File: src/rtl/defines_package.sv
// Shared constants and types for the wireframe display path.
//   WIDTH / HEIGHT        : default frame geometry in pixels
//   WIREFRAME_ADDR_SIZE   : wireframe SRAM address width
//   SCANOUT_FIFO_DEPTH    : pixel FIFO depth inside wireframe_scanout
//   scanout_state_t       : scanout FSM state encoding
package defines_package;

  localparam int WIDTH               = 640;
  localparam int HEIGHT              = 480;
  localparam int WIREFRAME_ADDR_SIZE = 19;
  localparam int SCANOUT_FIFO_DEPTH  = 4;

  typedef enum logic [1:0] {
    SCAN_IDLE  = 2'd0,
    SCAN_SCAN  = 2'd1,
    SCAN_DRAIN = 2'd2,
    SCAN_SWAP  = 2'd3
  } scanout_state_t;

endpackage

File: src/rtl/scanout_fifo.sv
// Small synchronous FIFO holding {data, eol, eof} pixel entries.
//   clk, n_rst : clock, asynchronous active-low reset
//   push       : write push_data this cycle (ignored when full and not popping)
//   push_data  : 3-bit entry {data, eol, eof}
//   pop        : discard head entry this cycle (ignored when empty)
//   head       : current head entry
//   count      : number of stored entries (0..SCANOUT_FIFO_DEPTH)
module scanout_fifo
  import defines_package::*;
(
  input  logic       clk,
  input  logic       n_rst,
  input  logic       push,
  input  logic [2:0] push_data,
  input  logic       pop,
  output logic [2:0] head,
  output logic [2:0] count
);

  localparam int PTR_W = $clog2(SCANOUT_FIFO_DEPTH);

  logic [2:0]       mem [SCANOUT_FIFO_DEPTH];
  logic [PTR_W-1:0] wr_ptr;
  logic [PTR_W-1:0] rd_ptr;
  logic             do_push;
  logic             do_pop;

  assign do_pop  = pop & (count != 3'd0);
  // A full FIFO can still accept a push when the head leaves in the same cycle.
  assign do_push = push & ((count != 3'(SCANOUT_FIFO_DEPTH)) | do_pop);
  assign head    = mem[rd_ptr];

  always_ff @(posedge clk or negedge n_rst) begin
    if (!n_rst) begin
      wr_ptr <= '0;
      rd_ptr <= '0;
      count  <= '0;
      for (int i = 0; i < SCANOUT_FIFO_DEPTH; i++) mem[i] <= '0;
    end else begin
      if (do_push) begin
        mem[wr_ptr] <= push_data;
        wr_ptr      <= wr_ptr + PTR_W'(1);
      end
      if (do_pop) rd_ptr <= rd_ptr + PTR_W'(1);
      count <= count + 3'(do_push) - 3'(do_pop);
    end
  end

endmodule

File: src/rtl/wireframe_scanout.sv
// Read-side master for the double-buffered wireframe SRAM.
// Sweeps the front buffer in raster order, absorbs the one-cycle SRAM read
// latency through a small FIFO and streams one bit per pixel over valid/ready.
// Pulses flip at a frame boundary when the renderer has a finished frame.
//   clk, n_rst   : clock, asynchronous active-low reset
//   enable       : scan while high; stops at the next frame boundary when low
//   render_done  : pulse, back buffer holds a complete frame
//   read_addr    : SRAM read address (registered)
//   sram_data    : SRAM data, valid one cycle after read_addr
//   flip         : one-cycle buffer swap pulse
//   pix_valid / pix_ready / pix_data / pix_eol / pix_eof : pixel stream
//   busy         : FSM not idle
//
// state | meaning
// IDLE  | no reads issued, waiting for enable
// SCAN  | issuing reads for the current frame
// DRAIN | capture the final pixel, no read issued
// SWAP  | flip if a frame is pending, rewind address
module wireframe_scanout
  import defines_package::*;
#(
  parameter int FB_W   = WIDTH,
  parameter int FB_H   = HEIGHT,
  parameter int ADDR_W = WIREFRAME_ADDR_SIZE
) (
  input  logic              clk,
  input  logic              n_rst,
  input  logic              enable,
  input  logic              render_done,
  output logic [ADDR_W-1:0] read_addr,
  input  logic              sram_data,
  output logic              flip,
  output logic              pix_valid,
  input  logic              pix_ready,
  output logic              pix_data,
  output logic              pix_eol,
  output logic              pix_eof,
  output logic              busy
);

  localparam logic [1:0] S_IDLE  = SCAN_IDLE;
  localparam logic [1:0] S_SCAN  = SCAN_SCAN;
  localparam logic [1:0] S_DRAIN = SCAN_DRAIN;
  localparam logic [1:0] S_SWAP  = SCAN_SWAP;

  localparam int              XW        = (FB_W > 1) ? $clog2(FB_W) : 1;
  localparam logic [XW-1:0]   LAST_X    = XW'(FB_W - 1);
  localparam logic [ADDR_W-1:0] LAST_ADDR = ADDR_W'(FB_W * FB_H - 1);

  logic [1:0]    state;
  logic [XW-1:0] x_cnt;
  logic          inflight;
  logic          tag_eol;
  logic          tag_eof;
  logic          flip_pending;
  logic [2:0]    fifo_count;
  logic [2:0]    fifo_head;
  logic          issue;
  logic          issue_eol;
  logic          issue_eof;
  logic          push;
  logic          pop;

  // Buffered plus in-flight pixels never exceed 3, so a 4-deep FIFO cannot overflow.
  assign issue     = (state == S_SCAN) &&
                     (({1'b0, fifo_count} + {3'b000, inflight}) <= 4'd2);
  assign issue_eol = (x_cnt == LAST_X);
  assign issue_eof = (read_addr == LAST_ADDR);

  // Nothing is in flight during SWAP; the state term keeps stray data out.
  assign push = inflight && (state != S_SWAP);
  assign pop  = pix_valid & pix_ready;

  scanout_fifo u_fifo (
    .clk       (clk),
    .n_rst     (n_rst),
    .push      (push),
    .push_data ({sram_data, tag_eol, tag_eof}),
    .pop       (pop),
    .head      (fifo_head),
    .count     (fifo_count)
  );

  assign pix_valid = (fifo_count != 3'd0);
  assign pix_data  = pix_valid & fifo_head[2];
  assign pix_eol   = pix_valid & fifo_head[1];
  assign pix_eof   = pix_valid & fifo_head[0];
  assign flip      = (state == S_SWAP) & flip_pending;
  assign busy      = (state != S_IDLE);

  always_ff @(posedge clk or negedge n_rst) begin
    if (!n_rst) begin
      state        <= S_IDLE;
      read_addr    <= '0;
      x_cnt        <= '0;
      inflight     <= 1'b0;
      tag_eol      <= 1'b0;
      tag_eof      <= 1'b0;
      flip_pending <= 1'b0;
    end else begin
      inflight <= issue;
      if (issue) begin
        tag_eol <= issue_eol;
        tag_eof <= issue_eof;
      end
      // A request landing on the clearing SWAP counts toward the next frame.
      flip_pending <= render_done | (flip_pending & (state != S_SWAP));

      case (state)
        S_IDLE: begin
          read_addr <= '0;
          x_cnt     <= '0;
          if (enable) state <= S_SCAN;
        end
        S_SCAN: begin
          if (issue) begin
            if (issue_eof) begin
              state <= S_DRAIN;
            end else begin
              read_addr <= read_addr + ADDR_W'(1);
              x_cnt     <= issue_eol ? '0 : x_cnt + XW'(1);
            end
          end
        end
        S_DRAIN: state <= S_SWAP;
        S_SWAP: begin
          read_addr <= '0;
          x_cnt     <= '0;
          state     <= enable ? S_SCAN : S_IDLE;
        end
        default: state <= S_IDLE;
      endcase
    end
  end

endmodule

File: config.mk
export PLATFORM = sky130hd
export DESIGN_NAME = wireframe_scanout
export DESIGN_NICKNAME = d
export VERILOG_FILES = /design/src/rtl/defines_package.sv /design/src/rtl/scanout_fifo.sv /design/src/rtl/wireframe_scanout.sv
export SDC_FILE = /design/constraint.sdc
export NUM_CORES = 1
export LEC_CHECK = 0
export CAP_MARGIN = 20
export CORE_MARGIN = 1
export CORE_UTILIZATION = 51
export DETAILED_ROUTE_END_ITERATION = 10
export PLACE_DENSITY = 0.75
export REMOVE_ABC_BUFFERS = 1
export SLEW_MARGIN = 20
export SYNTH_ARGS = -nofsm -noshare
export SYNTH_HDL_FRONTEND = slang
export SYNTH_SLANG_ARGS = --single-unit
File: constraint.sdc
create_clock -name clk -period 2.2 [get_ports clk]
set_input_delay 0.22 -clock clk [delete_from_list [all_inputs] [get_ports clk]]
set_output_delay 0.22 -clock clk [all_outputs]
set_load 0.02 [all_outputs]
Yosys cells after proc, flatten, opt, wreduce, memory -nomap -nowiden:

Cells that the tools add are included.

* flip-flop bits (word level): 54
* output and inout bits: 25

* add/sub/neg operators: 7
* $lt $le $gt $ge: 4
* equality and inequality tests: 11
* muxes and demuxes: 18
* bitwise operators: 12
* reductions and logical operators: 10

Operators by type and width (number)
* two-way mux 19 bit: 2
* one-hot mux 19 bit (2 select lines): 1
* two-way mux 10 bit: 3
* one-hot mux 10 bit (2 select lines): 1
* adder 19 x 1 -> 19 bit (second input constant): 1
* == test 19 bit (second input constant): 1
* bitwise mux 12 bit: 1
* adder 10 x 1 -> 10 bit (second input constant): 1
* == test 10 bit (second input constant): 1
* inequality test 2 bit (second input constant): 5
* two-way mux 3 bit: 3
* AND 1 bit: 8
* one-hot mux 2 bit (4 select lines): 1
* binary-select mux 3 bit (select 2 bit): 1
* demux 3 bit (select 2 bit): 1
* greater-or-equal comparator 3 bit (second input constant): 2
* two-way mux 2 bit: 3
* inverter 2 -> 3 bit: 2
* AND reduction 3 bit: 2
* adder 2 x 1 -> 2 bit (second input constant): 2
* adder 3 x 1 -> 4 bit: 1
* == test 2 bit (second input constant): 2
* <= comparator 4 x 2 -> 1 bit (second input constant): 1
* nonzero test 2 bit: 2
* 11 further kinds: 14

Longest topological paths before layout:

Gate-level depths: netlist of the first run.

* depth in word-level cells: 7
* mapped depth: 9

Modules after synthesis:

Synthesis of the first run repeated with hierarchy kept, for this count alone.

* cell total of the unflattened synthesis: 314
* area total of the unflattened synthesis: 3209.3 um^2

By module, submodules not included
* wireframe_scanout: times used 1, cells an instance 249, area an instance 2283.4 um^2, sequential area each 875.8 um^2
* scanout_fifo: times used 1, cells an instance 65, area an instance 925.9 um^2, sequential area each 475.5 um^2

Worst setup path after synthesis of the first run:

Ideal clock, no wire load.

* path kind: register to register
* start: register u_fifo.count[0]
* end: register u_fifo.count[2]
* library setup time: 0.122 ns
* arrival time: 2.114 ns
* data required time: 2.078 ns
* setup slack: -0.036 ns
* cell stages (with the launch flop): 9
* path buffers: 0
* clock period less this slack: 2.236 ns
* cell sequence: dfrtp_1 -> or3_1 -> and2_1 -> ha_1 -> inv_1 -> ha_1 -> inv_1 -> fa_1 -> xor2_1

* longest elaborated chain between the ends: 7
* elaborated cells on any way between the ends: 8

Ends and longest elaborated chain
* start: declaration: line scanout_fifo.sv:17 `output logic [2:0] count`
* start signal: assignment: line scanout_fifo.sv:45 `count <= count + 3'(do_push) - 3'(do_pop);`
* nonzero test 3 bit *: line wireframe_scanout.sv:84 `assign pix_valid = (fifo_count != 3'd0);`
* net pix_valid: line wireframe_scanout.sv:33 `output logic pix_valid,`
* AND 1 bit: line wireframe_scanout.sv:72 `assign pop = pix_valid & pix_ready;`
* AND 1 bit *: line scanout_fifo.sv:28 `assign do_pop = pop & (count != 3'd0);`
* bitwise OR 1 bit: line scanout_fifo.sv:30 `assign do_push = push & ((count != 3'(SCANOUT_FIFO_DEPTH)) | do_pop);`
* AND 1 bit: line scanout_fifo.sv:30
* adder 3 x 1 -> 3 bit: line scanout_fifo.sv:45
* subtractor 3 x 1 -> 3 bit *: line scanout_fifo.sv:45

Mark *: on every way through the listed nets, which the timed path passes. The rest lies on a longest branch.
A chain may end at the register's enable or synchronous reset.

Worst setup path in the final report of the first run:

* start: register u_fifo.count[0]
* end: register u_fifo.count[1]

* longest elaborated chain between the ends: 7
* elaborated cells on any way between the ends: 8

Ends and longest elaborated chain (line)
* nonzero test 3 bit: scanout_fifo.sv:28, wireframe_scanout.sv:84
* AND 1 bit: wireframe_scanout.sv:72
* AND 1 bit: scanout_fifo.sv:28
* bitwise OR 1 bit: scanout_fifo.sv:30
* AND 1 bit: scanout_fifo.sv:30
* adder 3 x 1 -> 3 bit: scanout_fifo.sv:45
* subtractor 3 x 1 -> 3 bit *: scanout_fifo.sv:45

Mark *: on every way between the ends. The rest lies on a longest branch, timed or not.

==> results of run 1 <==
[layout by cell type (no fill, tap or decap), types with 8 or more instances in the layout]
cell and n:
ha_1 12, o31ai_1 8, mux2_2 12, nor2_1 10, dfrtp_1 53, nand2_1 30, inv_1 15, buf_4 19
clkdlybuf4s50_1 26, nand3_1 17, and2_1 9, o21ai_0 24
[cell type report]
type / instances / share of cell area (%)
repair buffers: 53 / 12.93
multi-input cells: 214 / 44.61
flip-flops and latches: 54 / 35.94
clock inverters: 3 / 0.6981
well taps: 72 / 2.394
clock buffers: 5 / 1.828
inverters: 16 / 1.596
[critical path, delay by kind of cell, from the launching register on]
family / cells / cell delay (ns)
buffers and inverters: 4 / 0.24
adder cells (fa/ha/maj): 3 / 0.86
flip-flops: 1 / 0.41
AND/OR/NAND/NOR: 2 / 0.54
[sequential cells by signal (all words and copies together), names as in the netlist]
| name | cells |
|---|---|
| flip_pending | 1 |
| inflight | 1 |
| read_addr | 19 |
| state | 2 |
| tag_eof | 1 |
| tag_eol | 1 |
| u_fifo.count | 3 |
| u_fifo.mem | 12 |
| u_fifo.rd_ptr | 2 |
| u_fifo.wr_ptr | 2 |
| x_cnt | 10 |
[final timing paths]
check                           startpoint         endpoint  slack (ns)  depth (start not counted)
setup / recovery           u_fifo.count[0]  u_fifo.count[1]        0.06                          9
hold / removal                       n_rst   u_fifo.mem[11]        0.43                          2
setup reg to reg           u_fifo.count[0]  u_fifo.count[1]        0.06                          9
hold reg to reg               flip_pending     flip_pending        0.50                          1
max in group asynchronous            n_rst     read_addr[9]        1.10                          3
min in group clk               render_done     flip_pending        0.48                          2
[what timing repair did]
| item | CTS | global route |
|---|---|---|
| gates resized for setup | 16 | 8 |
| endpoints found under the hold margin | 25 | 0 |
| hold buffers | 1 | 0 |
| setup buffers | 1 | 1 |
| setup endpoints to repair | 16 | 28 |
| pin swaps | 2 | 1 |
[per-layer routing]
metal / up-vias / wire length (um) / track usage, %
met3: 6 / 255 / 3.771
met1: 1215 / 2998 / 28.13
met4: 0 / 80 / 7.455
met5: - / 0 / 0
li1: 1179 / - / -
met2: 63 / 3207 / 37.86
[where the power goes]
| part | switching [mW] | total [mW] | internal, mW |
|---|---|---|---|
| clock network | 0.366 | 0.597 | 0.231 |
| registers | 0.201 | 1.39 | 1.19 |
| logic | 1.34 | 2.52 | 1.18 |
| total | 1.91 | 4.50 | 2.60 |
[through the flow]
step	std cells	setup TNS (ns)	power (mW)	instance area (um2)
final	417	0	4.503	3764
after global routing	417	-0.09553	4.826	3764
after CTS	416	0	4.421	3725
after detailed placement	406	-0.3379	3.698	3553
after global placement	406	-0.004116	3.643	3553
after floorplan	284	-5.504	2.766	3005
[kinds of logic after synthesis]
family,count (synthesis),share of synthesized area (%)
AOI/OAI and AO/OA,68,16.82
muxes,17,7.230
and+or+nand+nor,107,19.13
buffers and inverters,28,4.387
xor gates and xnor gates,5,1.422
DFF,54,43.87
adders and majority gates,17,7.149
==> results.sh, run 1 <==
export IMPL_rows=27
export IMPL_finClkSkew_ns=0.006047
export IMPL_cp_start_kind="flop"
export IMPL_grt_pass1_wl_um=10890
export IMPL_synthTopCellsByArea="dfrtp_1, ha_1, mux2_2, o21ai_0, nand2_1"
export IMPL_cts_max_level=2
export IMPL_initial_core_util_pct=54.28
export IMPL_final_nets=367
export IMPL_die_x_um=79.72
export IMPL_maxCapViolCount=0
export IMPL_p_per_area_nw_per_um2=1196
export IMPL_track_usage_pct=22.13
export IMPL_grt_max_degree=28
export IMPL_yosysSeqAreaShare_pct=43.87
export IMPL_synth_most_common_cell="dfrtp_1"
export IMPL_tightest_slew_ns=0.6064
export IMPL_synth_common_cells="dfrtp_1, nand2_1, o21ai_0"
export IMPL_setup_ws_ns=0.05885
export IMPL_ant_nets=0
export IMPL_synthFlopType="dfrtp_1"
export IMPL_syn_inst=296
export IMPL_ys_warnings_count=0
export IMPL_setup_violations=0
export IMPL_syn_area_um2=3080
export IMPL_multi_input_area_um2=1679
export IMPL_grt_overflow=0
export IMPL_synth_edf_count=0
export IMPL_clkLatencyLatePin_ns=0.32
export IMPL_end_kind="flop"
export IMPL_cts_sinks=54
export IMPL_cts_tree="yes"
export IMPL_hold_slack_ns=0.4316
export IMPL_final_layout_size_suffix_gt1_share_pct=22.61
export IMPL_vdd_ir_drop_worst_uv=704.6
export IMPL_crit_type="reg -> reg"
export IMPL_min_path_type="in -> async"
export IMPL_drt_total_wl_um=6542
export IMPL_via_per_inst=5.906
export IMPL_diodes=0
export IMPL_crit_fanout=2
export IMPL_wl_per_cell_um=15.69
export IMPL_grt_pass1_vias=2332
export IMPL_chipHeight_um=79.72
export IMPL_numCtsBuffers=5
export IMPL_timing_final_crit_share_pct=97.32
export IMPL_ys_types=52
export IMPL_netlist_area_leader_share_pct=43.87
export IMPL_gp_congestion=0.8101
export IMPL_fillers=434
export IMPL_arrival_ns=2.36
export IMPL_clockBufferDepth=2
export IMPL_root_buffer="clkbuf_8"
export IMPL_area_growth_syn_to_layout_pct=22.18
export IMPL_synth_seq_cells=54
export IMPL_outcome="completed"
export IMPL_period_minus_slack_ns=2.141
export IMPL_power_leakage_nw=1.637
export IMPL_routed_via_count=2463
export IMPL_drtPass1Iterations=4
export IMPL_place_ws_ns=-0.1189
export IMPL_io_buffers=30
export IMPL_drc=0
export IMPL_post_dp_hpwl_um=4632
export IMPL_drv_slew=0
export IMPL_worst_ep_required_time_ns=2.42
export IMPL_synth_top_cell_by_area="dfrtp_1"
export IMPL_grt_antenna_before_repair=0
export IMPL_utilization_pct=66.31
export IMPL_cpMostUsedCell="inv_1"
export IMPL_async_flop_share_pct=100.0
export IMPL_regArea_um2=1353
export IMPL_syn_area_per_cell_um2=10.41
export IMPL_relSlewSlack_pct=59.57
export IMPL_crit_path_cell_trace="buf_6 -> or3_4 -> and2_4 -> ha_4 -> inv_2 -> ha_2 -> inv_1 -> fa_2 -> inv_1"
export IMPL_core_um2=5675
export IMPL_clk_pin_slew_worst_paths_ns=0.11
export IMPL_drtIter0Drc=121
export IMPL_io_pins=31
export IMPL_cp_slowest_stage_delay_ns=0.51
export IMPL_crit_slowest_cell="fa_2"
export IMPL_dieArea_um2=6355
export IMPL_max_freq_mhz=467.0
export IMPL_hold_viol_final=0
(Power assumes the default switching activity.)
==> inputs of run 2 (changes only) <==
Settings changed: CORE_ASPECT_RATIO from default to 0.7, CORE_UTILIZATION 51 to 52, SKIP_LAST_GASP from default to 1, SYNTH_HIERARCHICAL from default to 1.
==> results.sh, run 2 <==
export IMPL_outcome="complete, but fails checks"
export IMPL_violations="negative setup slack"
export IMPL_crit_fanout=2
export IMPL_drt_total_wl_um=7987
export IMPL_dieArea_um2=6495
export IMPL_cts_tree="yes"
export IMPL_end_kind="flop"
export IMPL_finClkSkew_ns=0.01202
export IMPL_tns_ns=-0.1815
export IMPL_utilization_pct=71.94
export IMPL_grt_pass1_wl_um=13140
export IMPL_synth_seq_cells=54
export IMPL_core_um2=5842
export IMPL_io_pins=31
export IMPL_post_dp_hpwl_um=5631
export IMPL_synth_top_cell_by_area="dfrtp_1"
export IMPL_ys_types=56
export IMPL_synth_common_cells="dfrtp_1, inv_1, nor2_1"
export IMPL_chipHeight_um=67.73
export IMPL_grt_max_degree=24
export IMPL_final_common_cell="buf_4"
export IMPL_rows=23
export IMPL_drtIter0Drc=221
export IMPL_wl_per_cell_um=16.89
export IMPL_numCtsBuffers=5
export IMPL_gp_congestion=0.8353
export IMPL_hold_slack_ns=0.3673
export IMPL_netlist_area_leader_share_pct=42.11
export IMPL_setup_violations=6
export IMPL_grt_antenna_before_repair=0
export IMPL_min_path_type="in -> async"
export IMPL_grt_overflow=0
export IMPL_power_leakage_nw=1.920
export IMPL_relSlewSlack_pct=61.00
export IMPL_timing_final_crit_share_pct=104.8
export IMPL_initial_core_util_pct=54.94
export IMPL_arrival_ns=2.51
export IMPL_cts_max_level=2
export IMPL_p_per_area_nw_per_um2=1252
export IMPL_place_ws_ns=-0.3225
export IMPL_io_buffers=30
export IMPL_grt_setup_unrepaired="true"
export IMPL_top_register="read_addr"
export IMPL_cp_start_kind="flop"
export IMPL_reg_largest_list="read_addr x19, u_fifo/mem x12, x_cnt x10"
export IMPL_synthTopCellsByArea="dfrtp_1, ha_1, mux2_2, inv_1, a221oi_1"
export IMPL_via_per_inst=6.051
export IMPL_synth_most_common_cell="dfrtp_1"
export IMPL_synth_edf_count=0
export IMPL_place_inst=455
export IMPL_root_buffer="clkbuf_8"
export IMPL_vdd_ir_drop_worst_uv=851.0
export IMPL_crit_path_cell_trace="nor3_2 -> nor2b_2 -> nor4b_4 -> nand2b_4 -> ha_4 -> inv_2 -> ha_4 -> inv_2 -> fa_2 -> xnor2_2 -> xnor2_1"
export IMPL_hold_viol_final=0
export IMPL_final_layout_size_suffix_gt1_share_pct=28.89
export IMPL_clockBufferDepth=2
export IMPL_period_minus_slack_ns=2.306
export IMPL_drv_slew=0
export IMPL_crit_type="reg -> reg"
export IMPL_clk_pin_slew_worst_paths_ns=0.11
export IMPL_worst_ep_required_time_ns=2.41
export IMPL_cp_slowest_stage_delay_ns=0.40
export IMPL_crit_slowest_cell="dfrtp_1"
export IMPL_cts_sinks=54
export IMPL_ys_warnings_count=6
export IMPL_diodes=0
export IMPL_grt_pass1_vias=2795
export IMPL_final_cell_mix="buf_4, dfrtp_1, inv_1, clkdlybuf4s50_1, nor2_1"
export IMPL_syn_inst=314
export IMPL_syn_area_per_cell_um2=10.22
export IMPL_die_x_um=95.90
export IMPL_max_freq_mhz=433.7
export IMPL_ant_nets=0
export IMPL_setup_ws_ns=-0.1057
export IMPL_fin_cells=473
export IMPL_synthFlopType="dfrtp_1"
export IMPL_clkLatencyLatePin_ns=0.32
export IMPL_yosysSeqAreaShare_pct=42.11
export IMPL_routed_via_count=2862
export IMPL_final_nets=419
export IMPL_syn_area_um2=3209
export IMPL_drtPass1Iterations=4
export IMPL_maxCapViolCount=0
export IMPL_area_growth_syn_to_layout_pct=30.96
export IMPL_tightest_slew_ns=0.5775
export IMPL_drc=0
export IMPL_track_usage_pct=26.90
export IMPL_async_flop_share_pct=100.0
export IMPL_largest_reg_flops=19
## run 2: metal layers
layer | track usage, % | wire length, um
met1 | 36.07 | 3637
met5 | 0 | 0
met4 | 8.955 | 129
met3 | 4.054 | 452
met2 | 45.00 | 3768
## run 2: report_power, final
part | total (mW) | internal [mW] | switching [mW]
clock network | 0.605 | 0.237 | 0.368
registers | 1.34 | 1.19 | 0.154
logic | 3.31 | 1.55 | 1.76
## run 2: logic make-up after synthesis
kind of cell | count (synthesis) | share of synthesized area, %
compound gates | 68 | 18.13
xor+xnor | 5 | 1.364
fa+ha+maj | 16 | 6.472
buf+inv | 44 | 5.497
flops | 54 | 42.11
mux | 22 | 8.655
simple gates | 105 | 17.78
## run 2: critical path: cells and delay by family, from the launching register on
family                     cells  cell delay [ns]
DFF                            1             0.40
xor gates and xnor gates       2             0.26
and+or+nand+nor                4             0.75
adders and majority gates      3             0.68
buffers and inverters          2             0.09
## run 2: final cells by class
type / instances / area, um2
clock inverters: 3 / 28.78
fillers: 433 / 1639
repair buffers: 91 / 782.0
multi-input cells: 216 / 1768
clock buffers: 5 / 68.82
inverters: 29 / 108.9
well taps: 75 / 93.84
flip-flops and latches: 54 / 1353
## run 2: path summary, 6_finish.rpt
check	start	to	slack, ns	cells past startpoint
max in group asynchronous	n_rst	u_fifo/rd_ptr[0]	1.17	3
min	n_rst	read_addr[11]	0.37	2
max reg2reg	u_fifo/count[1]	u_fifo/count[2]	-0.11	11
max	u_fifo/count[1]	u_fifo/count[2]	-0.11	11
min in group clk	render_done	flip_pending	0.46	2
min reg2reg	flip_pending	flip_pending	0.49	1
## run 2: timing repair
action / CTS / global route
pin swaps: 6 / 1
setup buffers: 7 / 2
endpoints found under the hold margin: 19 / 0
hold buffers: 1 / 0
endpoints found under the setup margin: 8 / 33
gates cloned: 0 / 0
resized for setup: 17 / 11
## run 2: through the flow
step	power [mW]	cell area, um2
6_report	5.261	4203
5_1_grt	5.604	4203
4_1_cts	5.130	4154
3_5_place_dp	4.345	3926
3_3_place_gp	4.236	3926
2_1_floorplan	3.091	3142
==> inputs of run 3 (changes only) <==
Settings changed: ABC_CLOCK_PERIOD_IN_PS from default to 2200.
==> results of run 3 <==
Same layout as run 2: the final DEF is identical, and so are final timing and power.
